`src/rtl/alu_pkg.sv`:
```
// Shared ALU status definitions: NZCV bit positions, condition codes,
// flags vector type and FIFO occupancy states.
package alu_pkg;

  localparam int unsigned FLAG_N = 3;
  localparam int unsigned FLAG_Z = 2;
  localparam int unsigned FLAG_C = 1;
  localparam int unsigned FLAG_V = 0;

  // Status vector ordered {N,Z,C,V}, bit3..bit0.
  typedef logic [3:0] flags_t;

  // Condition codes for branch evaluation; C=1 means "no borrow" on subtract.
  typedef enum logic [3:0] {
    COND_EQ = 4'h0,
    COND_NE = 4'h1,
    COND_CS = 4'h2,
    COND_CC = 4'h3,
    COND_MI = 4'h4,
    COND_PL = 4'h5,
    COND_VS = 4'h6,
    COND_VC = 4'h7,
    COND_HI = 4'h8,
    COND_LS = 4'h9,
    COND_GE = 4'hA,
    COND_LT = 4'hB,
    COND_GT = 4'hC,
    COND_LE = 4'hD,
    COND_AL = 4'hE,
    COND_NV = 4'hF
  } cond_e;

  // Result FIFO occupancy classes, derived from the entry count.
  typedef enum logic [1:0] {
    OCC_EMPTY,
    OCC_PARTIAL,
    OCC_FULL
  } occ_e;

endpackage

```
`src/rtl/alu_cond_eval.sv`:
```
// Purely combinational condition-code evaluator on an NZCV status vector.
// Shared with the branch unit.
module alu_cond_eval
  import alu_pkg::*;
(
  input  flags_t     flags,
  input  logic [3:0] cond,
  output logic       pass
);

  logic n, z, c, v;

  assign n = flags[FLAG_N];
  assign z = flags[FLAG_Z];
  assign c = flags[FLAG_C];
  assign v = flags[FLAG_V];

  // Decode the condition code against the current flags.
  always_comb begin
    pass = 1'b0;
    case (cond)
      COND_EQ: pass = z;
      COND_NE: pass = !z;
      COND_CS: pass = c;
      COND_CC: pass = !c;
      COND_MI: pass = n;
      COND_PL: pass = !n;
      COND_VS: pass = v;
      COND_VC: pass = !v;
      COND_HI: pass = c & !z;
      COND_LS: pass = !c | z;
      COND_GE: pass = (n == v);
      COND_LT: pass = (n != v);
      COND_GT: pass = !z & (n == v);
      COND_LE: pass = z | (n != v);
      COND_AL: pass = 1'b1;
      default: pass = 1'b0;
    endcase
  end

endmodule

```
`src/rtl/alu_flag_capture.sv`:
```
// Consumer side of the ALU datapath: accepts results over valid/ready,
// optionally latches NZCV, keeps a sticky overflow bit, evaluates a
// condition code and buffers results toward writeback in a small FIFO.
module alu_flag_capture
  import alu_pkg::*;
#(
  parameter int unsigned DATA_W = 32,
  parameter int unsigned DEPTH  = 4
) (
  input  logic                     clk,
  input  logic                     rst,
  input  logic                     in_valid,
  output logic                     in_ready,
  input  logic [DATA_W-1:0]        in_data,
  input  logic                     in_zero,
  input  logic                     in_overflow,
  input  logic                     in_carryout,
  input  logic                     in_negative,
  input  logic                     in_set_flags,
  input  logic [3:0]               cond,
  output logic                     cond_pass,
  output logic [3:0]               flags,
  output logic                     sticky_ovf,
  input  logic                     clr_sticky,
  output logic                     out_valid,
  input  logic                     out_ready,
  output logic [DATA_W-1:0]        out_data,
  output logic [3:0]               out_flags,
  output logic [$clog2(DEPTH):0]   count
);

  localparam int unsigned PTR_W = $clog2(DEPTH);
  localparam int unsigned CNT_W = PTR_W + 1;

  logic [DATA_W-1:0] dataMem [DEPTH];
  flags_t            flagMem [DEPTH];

  logic [PTR_W-1:0]  wrPtr;
  logic [PTR_W-1:0]  rdPtr;
  logic [CNT_W-1:0]  occCount;
  flags_t            statusReg;
  logic              stickyReg;
  occ_e              occState;
  flags_t            inFlags;
  logic              push;
  logic              pop;

  assign inFlags[FLAG_N] = in_negative;
  assign inFlags[FLAG_Z] = in_zero;
  assign inFlags[FLAG_C] = in_carryout;
  assign inFlags[FLAG_V] = in_overflow;

  // Classify occupancy and derive the handshake; a pop frees a slot in the same cycle.
  always_comb begin
    occState = OCC_PARTIAL;
    if (occCount == '0) begin
      occState = OCC_EMPTY;
    end else if (occCount == CNT_W'(DEPTH)) begin
      occState = OCC_FULL;
    end
    out_valid = (occState != OCC_EMPTY);
    pop       = out_valid & out_ready;
    in_ready  = (occState != OCC_FULL) | pop;
    push      = in_valid & in_ready;
  end

  // Pointer and occupancy bookkeeping; reset discards everything buffered.
  always_ff @(posedge clk) begin
    if (rst) begin
      wrPtr    <= '0;
      rdPtr    <= '0;
      occCount <= '0;
    end else begin
      if (push) begin
        wrPtr <= wrPtr + PTR_W'(1);
      end
      if (pop) begin
        rdPtr <= rdPtr + PTR_W'(1);
      end
      occCount <= occCount + CNT_W'(push) - CNT_W'(pop);
    end
  end

  // Entry storage; contents are only observable through the gated head outputs.
  always_ff @(posedge clk) begin
    if (push && !rst) begin
      dataMem[wrPtr] <= in_data;
      flagMem[wrPtr] <= inFlags;
    end
  end

  // Architectural NZCV register and sticky overflow (set beats clear).
  always_ff @(posedge clk) begin
    if (rst) begin
      statusReg <= '0;
      stickyReg <= 1'b0;
    end else begin
      if (push && in_set_flags) begin
        statusReg <= inFlags;
      end
      if (push && in_overflow) begin
        stickyReg <= 1'b1;
      end else if (clr_sticky) begin
        stickyReg <= 1'b0;
      end
    end
  end

  // Head entry presented only while valid, zero otherwise.
  always_comb begin
    out_data  = '0;
    out_flags = '0;
    if (out_valid) begin
      out_data  = dataMem[rdPtr];
      out_flags = flagMem[rdPtr];
    end
  end

  assign flags      = statusReg;
  assign sticky_ovf = stickyReg;
  assign count      = occCount;

  alu_cond_eval condEval (
    .flags (statusReg),
    .cond  (cond),
    .pass  (cond_pass)
  );

endmodule
```
`config.mk`:
```
export PLATFORM = sky130hd
export DESIGN_NAME = alu_flag_capture
export DESIGN_NICKNAME = d
export VERILOG_FILES = /design/src/rtl/alu_pkg.sv /design/src/rtl/alu_cond_eval.sv /design/src/rtl/alu_flag_capture.sv
export SDC_FILE = /design/constraint.sdc
export NUM_CORES = 1
export LEC_CHECK = 0
export BUFFER_PORTS_ARGS = -buffer_cell sky130_fd_sc_hd__buf_2
export CAP_MARGIN = 20
export CORE_MARGIN = 10
export CORE_UTILIZATION = 30
export DETAILED_ROUTE_END_ITERATION = 10
export SLEW_MARGIN = 20
export SYNTH_ARGS = -nofsm -noshare
export SYNTH_HDL_FRONTEND = slang
export SYNTH_HIERARCHICAL = 1
export SYNTH_SLANG_ARGS = --single-unit
```
`constraint.sdc`:
```
create_clock -name clk -period 9.9 [get_ports clk]
set_clock_uncertainty 0.05 [all_clocks]
set_input_delay 0.495 -clock clk [delete_from_list [all_inputs] [get_ports clk]]
set_output_delay 0.495 -clock clk [all_outputs]
set_load 0.01 [all_outputs]
```
[After elaboration in Yosys (flattened, before gate mapping)]
Memories as Yosys holds them, arrays and structs flattened. A register that Yosys moved wholly into a read port is not among the register bits.
Index checks and enable logic that the tools add are counted.
Storage, ports and cells
  register bits: 12
  bits in writable memories: 144
  input port bits: 46
  output and inout port bits: 47
  logic and storage cells: 61
  memories: 2
Memory list
  dataMem: words 4, width 32, rd ports 1, clocked after memory_dff 1, wr ports 1, line alu_flag_capture.sv:35  | logic [DATA_W-1:0] dataMem [DEPTH];
  flagMem: words 4, width 4, rd ports 1, clocked after memory_dff 1, wr ports 1, line alu_flag_capture.sv:36  | flags_t flagMem [DEPTH];
Cells by class
  add/sub/neg operators: 4
  equal/unequal tests: 18
  multiplexer cells: 13
  bitwise logic cells: 7
  reductions and logical operators: 12
Operator list (number)
  two-way mux 32 bit: 1
  == test 4 bit (second input constant): 7
  == test 4 x 3 -> 1 bit (second input constant): 4
  one-hot mux 1 bit (15 select lines): 1
  two-way mux 2 bit: 6
  == test 4 x 2 -> 1 bit (second input constant): 2
  zero test 1 bit: 5
  adder 2 x 1 -> 2 bit (second input constant): 2
  bitwise AND 1 bit: 4
  == test 4 x 1 -> 1 bit (second input constant): 1
  zero test 4 bit: 1
  two-way mux 1 bit: 4
  two-way mux 4 bit: 1
  nonzero test 2 bit: 2
  adder 3 x 1 -> 3 bit: 1
  == test 3 bit (second input constant): 1
  logical AND 1 bit: 3
  zero test 3 bit: 1
  bitwise OR 1 bit: 3
  subtractor 3 x 1 -> 3 bit: 1
  != test 2 bit (second input constant): 1
  == test 1 bit: 1
  != test 1 bit: 1

[Longest topological paths before layout]
Gate-level depths: netlist (run 1).
  depth after elaboration: 10
  depth in mapped cells: 11
  mapped depth without buffers: 11

[Hierarchy]
Netlist (run 1), hierarchy kept.
Modules (own cells, without submodules)
  alu_flag_capture: instances 1, cells each 303, area each 6125.9 um2, seq. area each 4604.4 um2
  alu_cond_eval: instances 1, cells each 28, area each 193.9 um2, seq. area each 0.0 um2

[Worst setup path after synthesis (run 1)]
No wires, ideal clock.
  kind: reg-to-reg
  start point: register occCount[1] (netlist: count[1])
  end point: memory dataMem[1][0], enable pin
  library setup time: 0.482 ns
  data arrival time: 3.645 ns
  data required time: 9.368 ns
  slack: 5.723 ns
  stages on the path, launching flop included: 5
  path buffers: 0
  period minus slack after synthesis: 4.177 ns
  cell sequence: dfxtp_1 > nor4b_4 > inv_2 > nand2_1 > nor3b_1
On the way
  word-level cells in the longest chain between the ends: 10
  elaborated cells between the ends (all ways): 12
  classes of those cells: eq/ne (2); mux (4); bitwise (3); reduce/logical (3)
RTL lines
  start: declaration: line alu_flag_capture.sv:40  | logic [CNT_W-1:0] occCount;
  start signal: assignment: line alu_flag_capture.sv:80  | occCount <= occCount + CNT_W'(push) - CNT_W'(pop);
  == test 3 bit: line alu_flag_capture.sv:58  | end else if (occCount == CNT_W'(DEPTH)) begin
  two-way mux 2 bit: line alu_flag_capture.sv:58
  two-way mux 2 bit *: line alu_flag_capture.sv:56  | if (occCount == '0) begin
  nonzero test 2 bit: line alu_flag_capture.sv:61  | out_valid = (occState != OCC_EMPTY);
  bitwise AND 1 bit: line alu_flag_capture.sv:62  | pop = out_valid & out_ready;
  bitwise OR 1 bit *: line alu_flag_capture.sv:63  | in_ready = (occState != OCC_FULL) | pop;
  net in_ready: line alu_flag_capture.sv:13  | output logic in_ready,
  bitwise AND 1 bit *: line alu_flag_capture.sv:64  | push = in_valid & in_ready;
  logical AND 1 bit *: line alu_flag_capture.sv:86  | if (push && !rst) begin
  two-way mux 1 bit *: line alu_flag_capture.sv:86
  two-way mux 1 bit (implied by the code) *: line alu_flag_capture.sv:87  | dataMem[wrPtr] <= in_data;
  end: declaration: line alu_flag_capture.sv:35
The timed path passes the listed nets; every way through them passes the cells marked *.

[Worst setup path in the final report (run 1)]
  start point: register occCount[1] (netlist: count[1])
  end point: memory dataMem[3][18], enable pin
On the way
  word-level cells in the longest chain between the ends: 10
  elaborated cells between the ends (all ways): 12
  classes of those cells: eq/ne (2); mux (4); bitwise (3); reduce/logical (3)
RTL lines (line)
  == test 3 bit: alu_flag_capture.sv:58
  two-way mux 2 bit: alu_flag_capture.sv:58
  two-way mux 2 bit *: alu_flag_capture.sv:56
  nonzero test 2 bit: alu_flag_capture.sv:61
  bitwise AND 1 bit: alu_flag_capture.sv:62
  bitwise OR 1 bit *: alu_flag_capture.sv:63
  bitwise AND 1 bit *: alu_flag_capture.sv:64
  logical AND 1 bit *: alu_flag_capture.sv:86
  two-way mux 1 bit *: alu_flag_capture.sv:86
  two-way mux 1 bit (implied by the code) *: alu_flag_capture.sv:87
Mark *: on every way between the ends. The rest lies on a longest branch, timed or not.

==> impl_metrics.json, run 1 <==
{
  "placedInstanceArea_um2": 7090,
  "grt_pass1_vias": 3525,
  "dieArea_um2": 27300,
  "ys_ff_latch": 158,
  "syn2layout_area_growth_pct": 22.5,
  "synth_nets": 384,
  "tns_ns": 0,
  "clock-sinks": 158,
  "finalSetupViolations": 0,
  "port_buffers": 92,
  "remaining_drc_errors": 0,
  "fmax_mhz": 347,
  "r2r_end": "dataMem[3][18]",
  "multi_input_area_um2": 1630,
  "grt_max_degree": 37,
  "setup_slack_ns": 7.02,
  "total_leakage_power_nw": 2.67,
  "fillerInstances": 1959,
  "cts.clk_slew.worst_paths_ns": 0.06,
  "status": "completed",
  "post-route-period-util": 0.291,
  "syn_area_per_cell_um2": 19.1,
  "cts_resized": 0,
  "ff_latch_area_um2": 4610,
  "row_count": 53,
  "met3_length_um": 806,
  "final_layout_size_suffix_gt1_frac": 0.395,
  "yosys.area.top_type": "edfxtp_1",
  "fin_crit_ns": 2.88,
  "max_slew_margin": 0.318,
  "placed_cells": 686,
  "cts_tree": "done",
  "synth-xor-area-share": 0.00673,
  "powerDensity_nw_per_um2": 251,
  "combPwrFrac": 0.214,
  "final_core_util": 0.371,
  "routed_via_density": 4.52,
  "power.total_mw": 1.94,
  "worst_pin_slew_ns": 1.02,
  "synth_edf_count": 144,
  "hold_buffers": 0,
  "hold_violations": 0,
  "num_vias": 3252,
  "globalRoute.totalOverflow": 0,
  "synth_simple_gate_area_frac": 0.0727,
  "fin_cells": 720,
  "crit_fanout": 26,
  "internal_power_mw": 1.41,
  "grt_first_pass_wirelength_mm": 20.3,
  "crit_required_ns": 9.91,
  "clkLatencyLatePin_ns": 0.42,
  "muxShareOfSynthArea": 0.132,
  "routed_wl_mm": 13.1,
  "vdd_drop_max_mv": 0.144,
  "yosys_warnings": 6,
  "ys.flop_type": "edfxtp_1",
  "finish.net_count": 483,
  "wl_met2_mm": 6.38,
  "cts_buffers": 17,
  "final_cell_area_um2": 7740,
  "min_from": "in_data[26]",
  "netlist_top_cells_area": "edfxtp_1, mux4_2, dfxtp_1",
  "p_sw_uw": 533,
  "ff2ff_setup_slack_ns": 7.02,
  "pwr-share-seq": 0.430,
  "coreArea_um2": 20900,
  "hold_ws_ns": 0.234,
  "start_kind": "register",
  "initial_core_util": 0.303,
  "die_w_um": 165,
  "postSynthCellCount": 331,
  "io_pins": 93,
  "final-max-slew-violation-count": 0,
  "drt-initial-drc-count": 151,
  "highest_layer": "met5",
  "dr.pass1.iters": 4,
  "clockBufferDepth": 2,
  "synth-compound-area-share": 0.0245,
  "ys_types": 38,
  "wl_per_cell_um": 18.2,
  "dp_slack_ns": 6.85,
  "cts_setup_buffers": 0,
  "hpwlAfterDp_mm": 8.46,
  "hp-class": "in2reg",
  "maxCapViolCount": 0,
  "die_h_um": 165,
  "antenna_found_initial": 3,
  "critPathKind": "reg2reg",
  "synthAdderAreaFrac": 0.0150,
  "worst_ep_arrival_time_ns": 2.90,
  "synth_top_family_by_area": "multiplexers",
  "reg2reg_depth": 5,
  "rr_startpoint": "count[1]",
  "htree_num_levels": 4,
  "rsz0062_at_grt": "false",
  "clockPowerShare": 0.356,
  "cts_root_buffer": "clkbuf_16",
  "min_path_cells": 1,
  "seq_area_frac_synth": 0.729,
  "critPathCaptureType": "register",
  "ys_async_sr_fraction": 0,
  "place.gp.congestion": 0.718,
  "min_to": "dataMem[1][26]",
  "wl_met1_mm": 5.75,
  "grt_use_total": 0.0997,
  "sw_frac_of_total": 0.275,
  "syn_area_um2": 6320,
  "ant_nets": 0,
  "synth_top_area_frac": 0.684
}
-- area by class of cell --
class                           count  share of cell area
Antenna cell                        2            0.000646
Clock buffer                       17              0.0549
Clock inverter                     15              0.0268
Inverter                            7             0.00339
Multi-Input combinational cell    149               0.210
Sequential cell                   158               0.595
Tap cell                          275              0.0444
Timing Repair Buffer               97              0.0643
-- worst max-delay path: stages (launching register included) --
cell,delay [ns]
dfxtp_1,0.55
nor4b_4,0.12
inv_2,0.15
nand2_1,0.26
nor3b_2,0.86
buf_4,0.52
-- cells in the mapped netlist, types with 2 or more instances --
master      n
nand4_1     3
nand2_1     6
dfxtp_1    14
nor3_1      3
nor2b_1    38
buf_2       5
inv_1       6
a211o_1     2
xor2_1      3
nand3_1     2
nand2b_1    4
a21o_1      2
o211ai_1    2
nor2_1      8
a21oi_1     9
nor3b_1     5
clkbuf_1    7
o31ai_1     2
o21ai_0     5
mux4_2     36
buf_6       4
ha_1        6
edfxtp_1  144
-- registers in the layout, indices dropped and copies added, names as in the netlist, named ones only --
signal and count:
rdPtr 2, count 3, wrPtr 2, sticky_ovf 1, flagMem 16, flags 4
dataMem 128
-- cell usage in the layout, fill, tap and decap left out, types with 6 or more instances in the layout --
cell type / count
edfxtp_1: 144
buf_2: 92
nor2b_1: 38
mux4_2: 36
clkbuf_16: 17
dfxtp_1: 12
a21oi_1: 9
nor2_1: 8
nand2_1: 6
inv_1: 6
ha_1: 6
-- routing by layer --
metal | GRT usage | vias to the layer above
li1 | - | 1510
met1 | 0.119 | 1657
met2 | 0.159 | 70
met3 | 0.0412 | 13
met4 | 0.0342 | 2
met5 | 0 | -
-- worst max path at each step --
stage | cells after the start | start | end | slack, ns
floorplan | 4 | count[1] | dataMem[1][0] | 5.72
global placement | 6 | out_ready | dataMem[1][3] | 7.00
detailed placement | 6 | out_ready | dataMem[1][26] | 6.85
CTS | 5 | count[1] | dataMem[1][28] | 6.89
global route | 5 | count[1] | dataMem[3][27] | 6.73
finish | 5 | count[1] | dataMem[3][18] | 7.02
-- cell families after synthesis --
| group | Yosys count |
|---|---|
| buffers and inverters | 24 |
| DFF | 158 |
| and+or+nand+nor | 75 |
| xor gates and xnor gates | 4 |
| adders and majority gates | 7 |
| AOI/OAI and AO/OA | 25 |
| muxes | 38 |
-- power groups by stage --
stage,combinational [mW],clock (mW),sequential [mW]
after floorplan,0.319,0,0.799
after global placement,0.425,0,0.853
after detailed placement,0.428,0,0.855
after CTS,0.430,0.711,0.841
after global routing,0.462,0.744,0.849
final,0.416,0.692,0.834
(Power assumes the default switching activity.)
==> run 2: changes to the inputs <==
- clock period: 9.9 -> 2.5 ns (I/O delays scaled with it)
==> run 2 against run 1 <==
Against the previous run: clock-buffer cell count stayed put; fmax up 23%; combinational power grew to 4.7 times the previous value; via count up 8.7%; sequential power grew to 3.8 times the previous value; clock power increased to 4.1 times the previous value; hold slack worse by 0.17 ns; die area stayed put; critical path type unchanged; critical endpoint is now count[2]; largest cell class unchanged; highest routed layer unchanged.
==> impl_metrics.json, run 2 (synthesis gave the netlist of run 1 again) <==
{
  "layout_commonest_cell": "edfxtp_1",
  "hpwlAfterDp_mm": 8.84,
  "grt_pass1_vias": 3936,
  "reg2reg_depth": 11,
  "row_count": 53,
  "clockBufferDepth": 2,
  "worst_pin_slew_ns": 0.520,
  "die_h_um": 165,
  "total_leakage_power_nw": 2.92,
  "fillerInstances": 1897,
  "placedInstanceArea_um2": 7220,
  "htree_num_levels": 4,
  "remaining_drc_errors": 0,
  "antenna_found_initial": 1,
  "worst_ep_arrival_time_ns": 2.62,
  "dieArea_um2": 27300,
  "max_slew_margin": 0.653,
  "globalRoute.totalOverflow": 0,
  "dr.pass1.iters": 4,
  "drt-initial-drc-count": 111,
  "antennaDiodeCount": 0,
  "final-max-slew-violation-count": 0,
  "hp-class": "in2reg",
  "post-route-period-util": 0.936,
  "syn2layout_area_growth_pct": 31.2,
  "coreArea_um2": 20900,
  "finalSetupViolations": 0,
  "largest_reg_flops": 128,
  "io_pins": 93,
  "layout_common_cells": "edfxtp_1, buf_2, dlygate4sd3_1",
  "crit_required_ns": 2.78,
  "critPathCaptureType": "register",
  "rsz0062_at_grt": "false",
  "cts_buffers": 17,
  "clock-sinks": 158,
  "ant_nets": 0,
  "fin_crit_ns": 2.34,
  "vdd_drop_max_mv": 0.598,
  "final_cell_area_um2": 8290,
  "initial_core_util": 0.303,
  "status": "completed",
  "fmax_mhz": 427,
  "grt_max_degree": 40,
  "critPathKind": "reg2reg",
  "maxCapViolCount": 0,
  "grt_use_total": 0.106,
  "grt_first_pass_wirelength_mm": 21.5,
  "cts_tree": "done",
  "finish.net_count": 536,
  "wl_per_cell_um": 17.8,
  "final_layout_size_suffix_gt1_frac": 0.383,
  "die_w_um": 165,
  "hold_ws_ns": 0.0608,
  "powerDensity_nw_per_um2": 960,
  "port_buffers": 92,
  "routed_wl_mm": 13.7,
  "place.gp.congestion": 0.721,
  "largest-register": "dataMem",
  "min_path_cells": 2,
  "clkLatencyLatePin_ns": 0.42,
  "cts_root_buffer": "clkbuf_16",
  "crit_fanout": 4,
  "routed_via_density": 4.58,
  "cts.clk_slew.worst_paths_ns": 0.06,
  "num_vias": 3535,
  "hold_violations": 0,
  "start_kind": "register"
}
==> run 2: worst max-delay path, cell delays in order (launching register included) <==
cell     delay, ns
dfxtp_1       0.39
nor4b_4       0.32
inv_2         0.06
nand2_1       0.09
ha_1          0.24
inv_1         0.08
ha_1          0.14
inv_1         0.05
fa_1          0.37
xor2_1        0.16
and2_1        0.15
nor3_1        0.15
==> run 2: metrics by stage <==
step,instances,power [mW],setup TNS [ns],util,setup slack [ns]
floorplan,331,4.43,-63.14,-,-0.446
CTS,770,8.10,0,0.396,0.0162
global route,771,8.39,0,0.397,0.00922
global placement,698,5.15,0,0.346,0.234
detailed placement,698,5.19,0,0.346,0.0331
finish,771,7.96,0,0.397,0.161
==> run 2: path summary, 6_finish.rpt <==
kind                   end  slack (ns)      from
setup / recovery  count[2]        0.16  count[1]
hold / removal    count[1]        0.06       rst
setup reg to reg  count[2]        0.16  count[1]
hold reg to reg   register        0.44  rdPtr[1]
==> run 2: cell type report <==
cell class              count  area, um2  area share
repair buffers            150       1010       0.122
clock inverters            15        234      0.0282
multi-input cells         149       1640       0.198
flip-flops and latches    158       4610       0.556
clock buffers              17        425      0.0513
well taps                 275        344      0.0415
inverters                   7       26.3     0.00317
==> run 2: routing by layer <==
metal / routed length, um / global-route usage
met5: 7 / 0
met4: 170 / 0.0330
met3: 973 / 0.0456
met2: 6980 / 0.174
met1: 5570 / 0.122
==> run 2: timing repair <==
action / in CTS / in global routing
resized for setup: 0 / 2
hold endpoints to repair: 151 / 0
hold buffers: 40 / 0
buffers inserted: 0 / 1
setup endpoints to repair: 0 / 1
==> run 2: report_power, final <==
group,switching [mW],internal (mW),total [mW]
clock,1.04,1.79,2.83
sequential,0.149,3.04,3.19
combinational,0.974,0.967,1.94
